### config.mk
export PLATFORM = sky130hd
export DESIGN_NAME = demux_1to4_skid
export DESIGN_NICKNAME = d
export VERILOG_FILES = /design/src/rtl/demux_1to4_skid.sv
export SDC_FILE = /design/constraint.sdc
export NUM_CORES = 1
export LEC_CHECK = 0
export ABC_AREA = 1
export CORE_MARGIN = 2
export CORE_UTILIZATION = 49
export DETAILED_ROUTE_END_ITERATION = 7
export PLACE_DENSITY = 0.79
export REMOVE_ABC_BUFFERS = 1
export SYNTH_ARGS = -nofsm -noshare
export SYNTH_HDL_FRONTEND = slang
export SYNTH_SLANG_ARGS = --single-unit
### constraint.sdc
create_clock -name clk -period 2 [get_ports clk]
set_clock_uncertainty 0.15 [all_clocks]
set_input_delay 0.4 -clock clk [delete_from_list [all_inputs] [get_ports clk]]
set_output_delay 0.4 -clock clk [all_outputs]
set_load 0.03 [all_outputs]
### src/rtl/demux_1to4_skid.sv
// Per-source crossbar ingress: 2-entry skid buffer steering each beat to one of four ports.
// Optional stall counter enabled by defining DEMUX_1TO4_STALL_CNT_EN.
module demux_1to4_skid #(
  parameter int PLD_W = 4
) (
  input  logic             clk,
  input  logic             rst_n,
  input  logic             vld_src,
  input  logic [PLD_W-1:0] pld_src,
  input  logic [1:0]       sel_src,
  output logic             rdy_src,
  output logic             vld_dst0,
  output logic             vld_dst1,
  output logic             vld_dst2,
  output logic             vld_dst3,
  output logic [PLD_W-1:0] pld_dst0,
  output logic [PLD_W-1:0] pld_dst1,
  output logic [PLD_W-1:0] pld_dst2,
  output logic [PLD_W-1:0] pld_dst3,
  input  logic             rdy_dst0,
  input  logic             rdy_dst1,
  input  logic             rdy_dst2,
  input  logic             rdy_dst3
`ifdef DEMUX_1TO4_STALL_CNT_EN
  ,
  output logic [15:0]      stall_cnt
`endif
);

  logic             main_vld_q, main_vld_d;
  logic [PLD_W-1:0] main_pld_q, main_pld_d;
  logic [1:0]       main_sel_q, main_sel_d;
  logic             skid_vld_q, skid_vld_d;
  logic [PLD_W-1:0] skid_pld_q, skid_pld_d;
  logic [1:0]       skid_sel_q, skid_sel_d;

  logic [3:0]            dst_vld_q, dst_vld_d;
  logic [3:0][PLD_W-1:0] dst_pld_q, dst_pld_d;

  logic [3:0] rdy_dst_s;
  logic       in_fire_s;
  logic       out_fire_s;

  assign rdy_dst_s  = {rdy_dst3, rdy_dst2, rdy_dst1, rdy_dst0};
  assign in_fire_s  = vld_src & ~skid_vld_q;
  assign out_fire_s = main_vld_q & rdy_dst_s[main_sel_q];

  // Skid/main next state; skid has priority so FIFO order is preserved.
  always_comb begin
    main_vld_d = main_vld_q;
    main_pld_d = main_pld_q;
    main_sel_d = main_sel_q;
    skid_vld_d = skid_vld_q;
    skid_pld_d = skid_pld_q;
    skid_sel_d = skid_sel_q;
    if (skid_vld_q && (out_fire_s || !main_vld_q)) begin
      main_vld_d = 1'b1;
      main_pld_d = skid_pld_q;
      main_sel_d = skid_sel_q;
      skid_vld_d = 1'b0;
    end else if (in_fire_s && (!main_vld_q || out_fire_s)) begin
      main_vld_d = 1'b1;
      main_pld_d = pld_src;
      main_sel_d = sel_src;
    end else if (in_fire_s && main_vld_q && !out_fire_s) begin
      skid_vld_d = 1'b1;
      skid_pld_d = pld_src;
      skid_sel_d = sel_src;
    end else if (out_fire_s) begin
      main_vld_d = 1'b0;
    end else begin
      main_vld_d = main_vld_q;
    end
  end

  // Pre-decode the next main entry so per-port outputs come straight from flops.
  always_comb begin
    dst_vld_d = 4'b0000;
    dst_pld_d = {4{{PLD_W{1'b0}}}};
    for (int k = 0; k < 4; k++) begin
      if (main_vld_d && (main_sel_d == k[1:0])) begin
        dst_vld_d[k] = 1'b1;
        dst_pld_d[k] = main_pld_d;
      end else begin
        dst_vld_d[k] = 1'b0;
        dst_pld_d[k] = {PLD_W{1'b0}};
      end
    end
  end

  // State and output registers.
  always_ff @(posedge clk or negedge rst_n) begin
    if (!rst_n) begin
      main_vld_q <= 1'b0;
      main_pld_q <= {PLD_W{1'b0}};
      main_sel_q <= 2'd0;
      skid_vld_q <= 1'b0;
      skid_pld_q <= {PLD_W{1'b0}};
      skid_sel_q <= 2'd0;
      dst_vld_q  <= 4'b0000;
      dst_pld_q  <= {4{{PLD_W{1'b0}}}};
      rdy_src    <= 1'b1;
    end else begin
      main_vld_q <= main_vld_d;
      main_pld_q <= main_pld_d;
      main_sel_q <= main_sel_d;
      skid_vld_q <= skid_vld_d;
      skid_pld_q <= skid_pld_d;
      skid_sel_q <= skid_sel_d;
      dst_vld_q  <= dst_vld_d;
      dst_pld_q  <= dst_pld_d;
      rdy_src    <= ~skid_vld_d;
    end
  end

  assign vld_dst0 = dst_vld_q[0];
  assign vld_dst1 = dst_vld_q[1];
  assign vld_dst2 = dst_vld_q[2];
  assign vld_dst3 = dst_vld_q[3];
  assign pld_dst0 = dst_pld_q[0];
  assign pld_dst1 = dst_pld_q[1];
  assign pld_dst2 = dst_pld_q[2];
  assign pld_dst3 = dst_pld_q[3];

`ifdef DEMUX_1TO4_STALL_CNT_EN
  logic [15:0] stall_cnt_q, stall_cnt_d;

  // Saturating count of cycles the head beat waits on its destination.
  always_comb begin
    stall_cnt_d = stall_cnt_q;
    if (main_vld_q && !out_fire_s && (stall_cnt_q != 16'hFFFF)) begin
      stall_cnt_d = stall_cnt_q + 16'd1;
    end else begin
      stall_cnt_d = stall_cnt_q;
    end
  end

  // Stall counter register.
  always_ff @(posedge clk or negedge rst_n) begin
    if (!rst_n) begin
      stall_cnt_q <= 16'd0;
    end else begin
      stall_cnt_q <= stall_cnt_d;
    end
  end

  assign stall_cnt = stall_cnt_q;
`endif

endmodule

== Word-level counts from Yosys, hierarchy flattened ==
Cells that the tools add are included.

* Magnitude comparators: 1
* Eq/ne operators: 3
* Multiplexer cells: 21
* Bitwise operators: 6
* Reductions and logical operators: 13

{| class="wikitable"
|+ Operators with widths
! kind !! number
|-
| $mux 4 || 6
|-
| $mux 1 || 12
|-
| $logic_and 1x1->1 || 8
|-
| $eq 2x2->1 const B || 2
|-
| $mux 2 || 2
|-
| $not 1->1 || 4
|-
| $lt 2x3->1 const B || 1
|-
| $reduce_and 3->1 || 1
|-
| $and 1x1->1 || 2
|-
| $bmux 1 s2 || 1
|-
| $eq 2x1->1 const B || 1
|-
| $logic_not 1->1 || 2
|-
| $logic_not 2->1 || 1
|-
| $logic_or 1x1->1 || 1
|}

* Flip-flop bits (word level): 35
* Output and inout port bits: 21

== Logic depth before layout (Yosys ltp) ==
* Depth after elaboration: 10
* Gate-level depth with buffers: 11
* Gate-level depth less buffers: 10

== Worst setup path before layout ==
No wires, ideal clock.

* Path type: register -> register
* From: reg main_sel_q[0]
* To: reg dst_pld_q (netlist bit pld_dst0[1])
* Library setup time: 0.132 ns
* Arrival time: 1.261 ns
* Path slack: 0.457 ns
* Stages on the path, launching flop included: 10
* Buffers on the path: 1
* Clock period less this slack: 1.543 ns
* Cell sequence: dfrtp_1 > nand2_1 > nand3_1 > nand2_2 > nand2_4 > buf_8 > nand3_1 > nand2_1 > nor2_1 > nor3_1

{| class="wikitable"
|+ RTL lines
! element !! line !! RTL
|-
| start: declaration || 32 || <nowiki>logic [1:0] main_sel_q, main_sel_d;</nowiki>
|-
| start signal: assignment || 106 || <nowiki>main_sel_q <= main_sel_d;</nowiki>
|-
| end signal: assignment || 101 || <nowiki>dst_pld_q <= {4{{PLD_W{1'b0}}}};</nowiki>
|-
| end signal: assignment || 111 || <nowiki>dst_pld_q <= dst_pld_d;</nowiki>
|-
| end: declaration || 38 || <nowiki>logic [3:0][PLD_W-1:0] dst_pld_q, dst_pld_d;</nowiki>
|}

== Worst setup path in the final report ==
* From: reg dst_vld_q[1]
* To: out vld_dst1

{| class="wikitable"
|+ RTL lines
! element !! line !! RTL
|-
| start: declaration || 37 || <nowiki>logic [3:0] dst_vld_q, dst_vld_d;</nowiki>
|-
| start signal: assignment || 110 || <nowiki>dst_vld_q <= dst_vld_d;</nowiki>
|-
| end: declaration || 13 || <nowiki>output logic vld_dst1,</nowiki>
|}

No word-level cell between the ends.

==> flow_summary_export.csv <==
group,metric,value,unit
status,run_status,"finished with violations",
status,violations,"DRC",
pwr,combPwrFrac,56.3,%
worst_setup_path,cp.arrival,1370,ps
yosys,yosysTopAreaCell,"dfrtp_1",
timing,period_share,96.0,%
detailed_routing,ant_nets,0,
clock_tree,cts_buffer_depth,2,
timing,finalSetupViolations,0,
floorplanning,dieArea,3480,sq um
floorplanning,io_pins,34,
worst_setup_path,cp.depth,1,
global_route,gr-total-overflow,0,
pwr,clkPwrFrac,10.7,%
timing,max_slew.worst_pin.slew,431,ps
global_route,antenna_found_initial,0,
clock_tree,cts-root-buf,"clkbuf_4",
yosys,ys_warn_count,0,
pwr,p_total,3.53,mW
worst_setup_path,r2r_start,"main_sel_q[0]$_DFF_PN0_",
timing,rsz0062_at_grt,"false",
worst_setup_path,worstSetupPathType,"reg -> out",
timing,setup_ws,79.0,ps
clock_tree,htree_num_levels,2,
pwr,peakVddDrop,1020,uV
layout,fin_cells,223,
placement,gp_congestion,0.752,
timing,hold_violations,0,
worst_setup_path,crit_buf_inv,1,
worst_setup_path,crit_family,"buffers and inverters",
min_path,hp-class,"in -> async",
worst_setup_path,r2r_cells,10,
pwr,internal_power,1.86,mW
timing,slew_headroom,71.2,%
yosys,ys_top_cells_by_area,"dfrtp_1, nand2_1, nor3_1",
timing,hold_ws,302,ps
layout,seq_area,877,sq um
timing,fin_crit,1920,ps
worst_setup_path,cp-start-kind,"flip-flop",
pwr,netSwitchingFraction,47.3,%
yosys,syn_inst,148,
detailed_routing,viasPerCell,5.10,
floorplanning,die_w,59.0,um
timing,slew_violations,0,
layout,n_antenna_cell,0,
global_route,grt_pass1_wl,5060,um
layout,syn_to_final_growth,30.1,%
layout,fill_cells,227,
clock_tree,path_clk_slew,110,ps
pwr,p_per_area,1830,nW/um^2
yosys,syn_area_per_cell,10.0,sq um
worst_setup_path,worstSetupStartpoint,"dst_vld_q[1]$_DFF_PN0_",
layout,final_layout_size_suffix_gt1_share,17.2,%
clock_tree,cts_buffers,5,
detailed_routing,vias,1138,
clock_tree,clock-sinks,35,
floorplanning,start_util,52.8,%
clock_tree,insertion_delay,340,ps
floorplanning,core_area,2810,sq um
detailed_routing,wirelength,2990,um
worst_setup_path,cp_slowest_stage_delay,670,ps
floorplanning,rows,19,
pwr,p_seq_share,33.1,%
flow_run,max-cap-violations,0,
layout,multi_input_area,500,sq um
placement,io_buffers,33,
global_route,grt_start_max_net_pins,36,
worst_setup_path,critPathRequiredTime,1450,ps
yosys,synth.top_cell.area_share,57.5,%
detailed_routing,drt-pass1-iter-count,6,
pwr,netSwitchingPower,1.67,mW
worst_setup_path,crit_path_end_kind,"output port",
placement,pre_cts_ws,-195,ps
detailed_routing,drc,3,
clock_tree,cts_tree,"yes",
clock_tree,cts_hold_buf,0,
yosys,synth_seq_cells,35,
yosys,ys_seq_area_share,59.3,%
placement,dpl.cell_count,215,
layout,nets,204,
worst_setup_path,critPathMaxFanout,1,
placement,place_hpwl,2190,um
worst_setup_path,crit_path_top_delay_cell,"clkdlybuf4s50_1",
yosys,yosysUniqueCellTypes,19,
global_route,grt_use_total,19.9,%
floorplanning,die_y,59.0,um
pwr,leakagePower,0.933,nW
detailed_routing,drtIter0Drc,46,
global_route,first_global_vias,1129,
yosys,synth_area,1480,sq um
detailed_routing,detail_route.wl_per_cell,13.4,um
worst_setup_path,crit_chain,"clkdlybuf4s50_1",
timing,fmax,521,MHz
==> cell usage after synthesis (all sizes together) <==
| cell type | number |
|---|---|
| nand2 | 33 |
| a21oi | 1 |
| dfrtp | 34 |
| nand3 | 21 |
| inv | 18 |
| buf | 4 |
| dfstp | 1 |
| o21ai | 6 |
| nor2 | 13 |
| nor3 | 17 |
==> stage by stage <==
step | TNS, ps | util [%] | instance area [sq um]
final | 0 | 68.6 | 1930
after global routing | 0 | 68.6 | 1930
after CTS | 0 | 68.2 | 1910
after detailed placement | -3300 | 66.2 | 1860
after global placement | -1740 | 66.2 | 1860
after floorplan | 0 | - | 1440
==> area by class of cell <==
type	count	area share (%)
Timing Repair Buffer	40	19.8
Clock buffer	5	1.95
Multi-Input combinational cell	91	26.0
Sequential cell	35	45.5
Clock inverter	3	1.04
Tap cell	31	2.01
Inverter	18	3.64
==> power groups by stage <==
stage	combinational [mW]	sequential, mW	clock (mW)
floorplan	0.876	1.53	0
global placement	1.91	1.18	0
detailed placement	1.97	1.19	0
CTS	1.97	1.17	0.383
global route	2.18	1.20	0.416
finish	1.99	1.17	0.376
==> worst reg2reg max path, delay by kind of cell, from the launching register on <==
kind                   cells  cell delay (ps)
AND/OR/NAND/NOR            8              930
buffers and inverters      2              200
flip-flops                 1              440
==> layout by cell type, fill, tap and decap left out, types with 4 or more instances in the layout <==
master           instances
nor2_1                  12
inv_1                   16
nand3_1                 15
clkdlybuf4s50_1         32
buf_4                    7
dfrtp_1                 34
clkbuf_4                 5
nor3_1                  16
o21ai_0                  6
nand2_1                 26
nand2_4                  4
==> path summary, 6_finish.rpt <==
kind                                             endpoint  slack, ps
worst max register to register      pld_dst1[0]$_DFF_PN0_        170
worst max-delay path                             vld_dst1         80
min in group clk                skid_pld_q[1]$_DFFE_PN0P_        400
max in group asynchronous               rdy_src$_DFF_PN1_       1070
worst min register to register  skid_pld_q[1]$_DFFE_PN0P_        400
worst min-delay path              main_pld_q[0]$_DFF_PN0_        300
==> logic make-up after synthesis <==
kind of cell | share of synthesized area, %
simple gates | 30.6
flops | 59.3
buf+inv | 7.78
compound gates | 2.37
==> sequential cells by signal, summed over array words and instances, names as in the netlist <==
| name | count |
|---|---|
| dst_vld_q | 4 |
| main_pld_q | 4 |
| pld_dst0 | 4 |
| pld_dst1 | 4 |
| pld_dst2 | 4 |
| pld_dst3 | 4 |
| skid_pld_q | 4 |
| main_sel_q | 2 |
| skid_sel_q | 2 |
| main_vld_q | 1 |
| rdy_src | 1 |
| skid_vld_q | 1 |
==> timing repair <==
action                                  in CTS  in global routing
endpoints found under the setup margin       1                  1
buffers inserted                             0                  0
pin swaps                                    0                  0
resized for setup                            1                  2
==> metal layers <==
layer  vias to the layer above  GRT usage (%)  part of all wire (%)
met2                        20           34.1                    54
li1                        557              -                     -
met4                         0           5.84                   1.7
met5                         -              0                     0
met1                       556           24.5                    40
met3                         5           5.71                   4.2
Power figures use the tool's default switching activity.
==> variant (same flow settings) <==
Build with the macro `DEMUX_1TO4_STALL_CNT_EN` defined.
--- a/src/rtl/demux_1to4_skid.sv
+++ b/src/rtl/demux_1to4_skid.sv
@@ -1,5 +1,7 @@
 // Per-source crossbar ingress: 2-entry skid buffer steering each beat to one of four ports.
 // Optional stall counter enabled by defining DEMUX_1TO4_STALL_CNT_EN.
+`define DEMUX_1TO4_STALL_CNT_EN
+
 module demux_1to4_skid #(
   parameter int PLD_W = 4
 ) (
Check against the original RTL (old outputs only; new: stall_cnt): equivalent (Yosys induction, for registers that start in step).
==> variant against the unedited design <==
The flow now finishes without violations. Combinational power up 60%. Cell area rose by 73%. Wire length grew 72%. Sequential cell count increased by 16. Critical path depth unchanged. Total power increased by 58%. Synthesized area rose by 69%. Setup slack got worse by 18 ps. Sequential power is 43% higher. Maximum frequency fell by 0.95%. Via count is 67% higher. Critical endpoint is now stall_cnt[4]. Largest power group unchanged. Highest routed layer unchanged.
==> variant: results (changes against the unedited design) <==
* Routed wire length at 5160 um (+72%)
* Slew @ Worst Pin at 437 ps (+5.83 ps)
* Hold Crit Class: flop to flop
* Max VDD drop at 0.000895 V (-13%)
* Synth Area in Adders at 0.501% (+0.50 points)
* Largest net degree at the start of global routing at 37 (+2.8%)
* Vias/cell at 4.98 (-2.5%)
* Port-buffer cells at 49 (+48%)
* Crit path max fanout at 4 (+3)
* Clock latency at the later pin of the worst-skew pair at 310 ps (-30 ps)
* Part of the Yosys area used for sequential elements at 51.2% (-8.1 points)
* Leak at 1.60 nW (+71%)
* Top post-synthesis cells by area: dfrtp_1 50%, nand2_1 7.4%, nor3_2 6.8%
* Layout net count at 329 (+61%)
* GP Congestion at 0.892 (+19%)
* # fillers at 399 (+76%)
* Synth Area in Compound Gates at 4.11% (+1.7 points)
* Count of unique library cells instantiated by Yosys at 30 (+11)
* Root Buffer: clkbuf_8
* Met1 wire length at 2180 um (+82%)
* Tot GR Track Use at 19.5% (-0.48 points)
* Share of cells above drive strength 1 at 25.6% (+8.4 points)
* Met3 WL at 271 um (+110%)
* Area after DPL at 3150 sq um (+70%)
* DRT Pass-1 Iters at 4 (-2)
* First-pass GRT wire length at 8350 um (+65%)
* DP Cell Count at 371 (+73%)
* Clock-pin slew on the worst setup and hold paths at 90 ps (-20 ps)
* XOR/XNOR Fraction of Synth Area at 4.91% (+4.9 points)
* Post-Syn Area per Cell at 10.2 sq um (+1.9%)
* Drt wl/cell at 13.5 um (+0.36%)
* Status: finished, final reports clean
* Ys async rst share at 100% (unchanged)
* Ys Warns at 0 (unchanged)
* Met2 Wirelength at 2630 um (+62%)
* Post-synth top cells: 50 x dfrtp_1, 49 x nand2_1, 24 x inv_1
* DRT iter0 DRCs at 50 (+8.7%)
* Final HPWL DP at 3750 um (+71%)
* WP data arrival at 1390 ps (+20 ps)
[variant: cell types whose count changed after synthesis, moves of 8 or more]
cell	unedited run	this run
nand2_1	26	49
nor3_2	0	17
dfrtp_1	34	50
nor3_1	17	4
xor2_1	0	10
inv_1	16	24
[variant: cells by family after synthesis]
kind of cell    after synthesis
fa+ha+maj                     1
buf+inv                      31
xor+xnor                     14
flops                        51
compound gates               15
simple gates                133
[variant: stage by stage]
stage | total power, W | util, % | hold slack, ps | worst slack (ps)
2_1_floorplan | 0.00367 | - | -45.6 | -46.4
3_3_place_gp | 0.00478 | 65.5 | 193 | -80.2
3_5_place_dp | 0.00484 | 65.5 | 198 | -123
4_1_cts | 0.00557 | 68.0 | 341 | 9.54
5_1_grt | 0.00594 | 69.2 | 365 | 10.7
6_report | 0.00559 | 69.2 | 340 | 60.7
[variant: final cells by class]
class	count	share of cell area, %
Clock buffer	5	2.06
Clock inverter	3	1.39
Inverter	26	2.93
Multi-Input combinational cell	163	32.6
Sequential cell	51	38.3
Tap cell	67	2.51
Timing Repair Buffer	68	20.2
[variant: final timing paths]
path	cells past startpoint	end	slack, ps	from
worst max-delay path	1	stall_cnt[4]	60	stall_cnt[4]
worst min-delay path	2	skid_pld_q[1]	340	skid_pld_q[1]
worst max register to register	9	stall_cnt[6]	190	stall_cnt[1]
worst min register to register	2	skid_pld_q[1]	340	skid_pld_q[1]
max in group asynchronous	3	stall_cnt[13]	770	rst_n
min in group asynchronous	2	stall_cnt[2]	410	rst_n
[variant: metal layers]
layer / up-vias / track usage (%)
met5: - / 0
met4: 0 / 7.60
li1: 924 / -
met1: 922 / 25.0
met2: 51 / 32.8
met3: 9 / 3.57
[variant: where the power goes]
group	total [W]	switching, W	leakage [nW]	internal (W)
Combinational	0.00319	0.00198	0.889	0.00121
Clock	0.000730	0.000353	0.0548	0.000377
Sequential	0.00167	0.000242	0.655	0.00142
[variant: what timing repair did]
action | 4_1_cts | 5_1_grt
setup buffers | 0 | 3
resized for setup | 4 | 12
gates cloned | 0 | 0
endpoints found under the hold margin | 14 | 0
hold buffers | 1 | 0
pin swaps | 0 | 2
endpoints found under the setup margin | 4 | 17
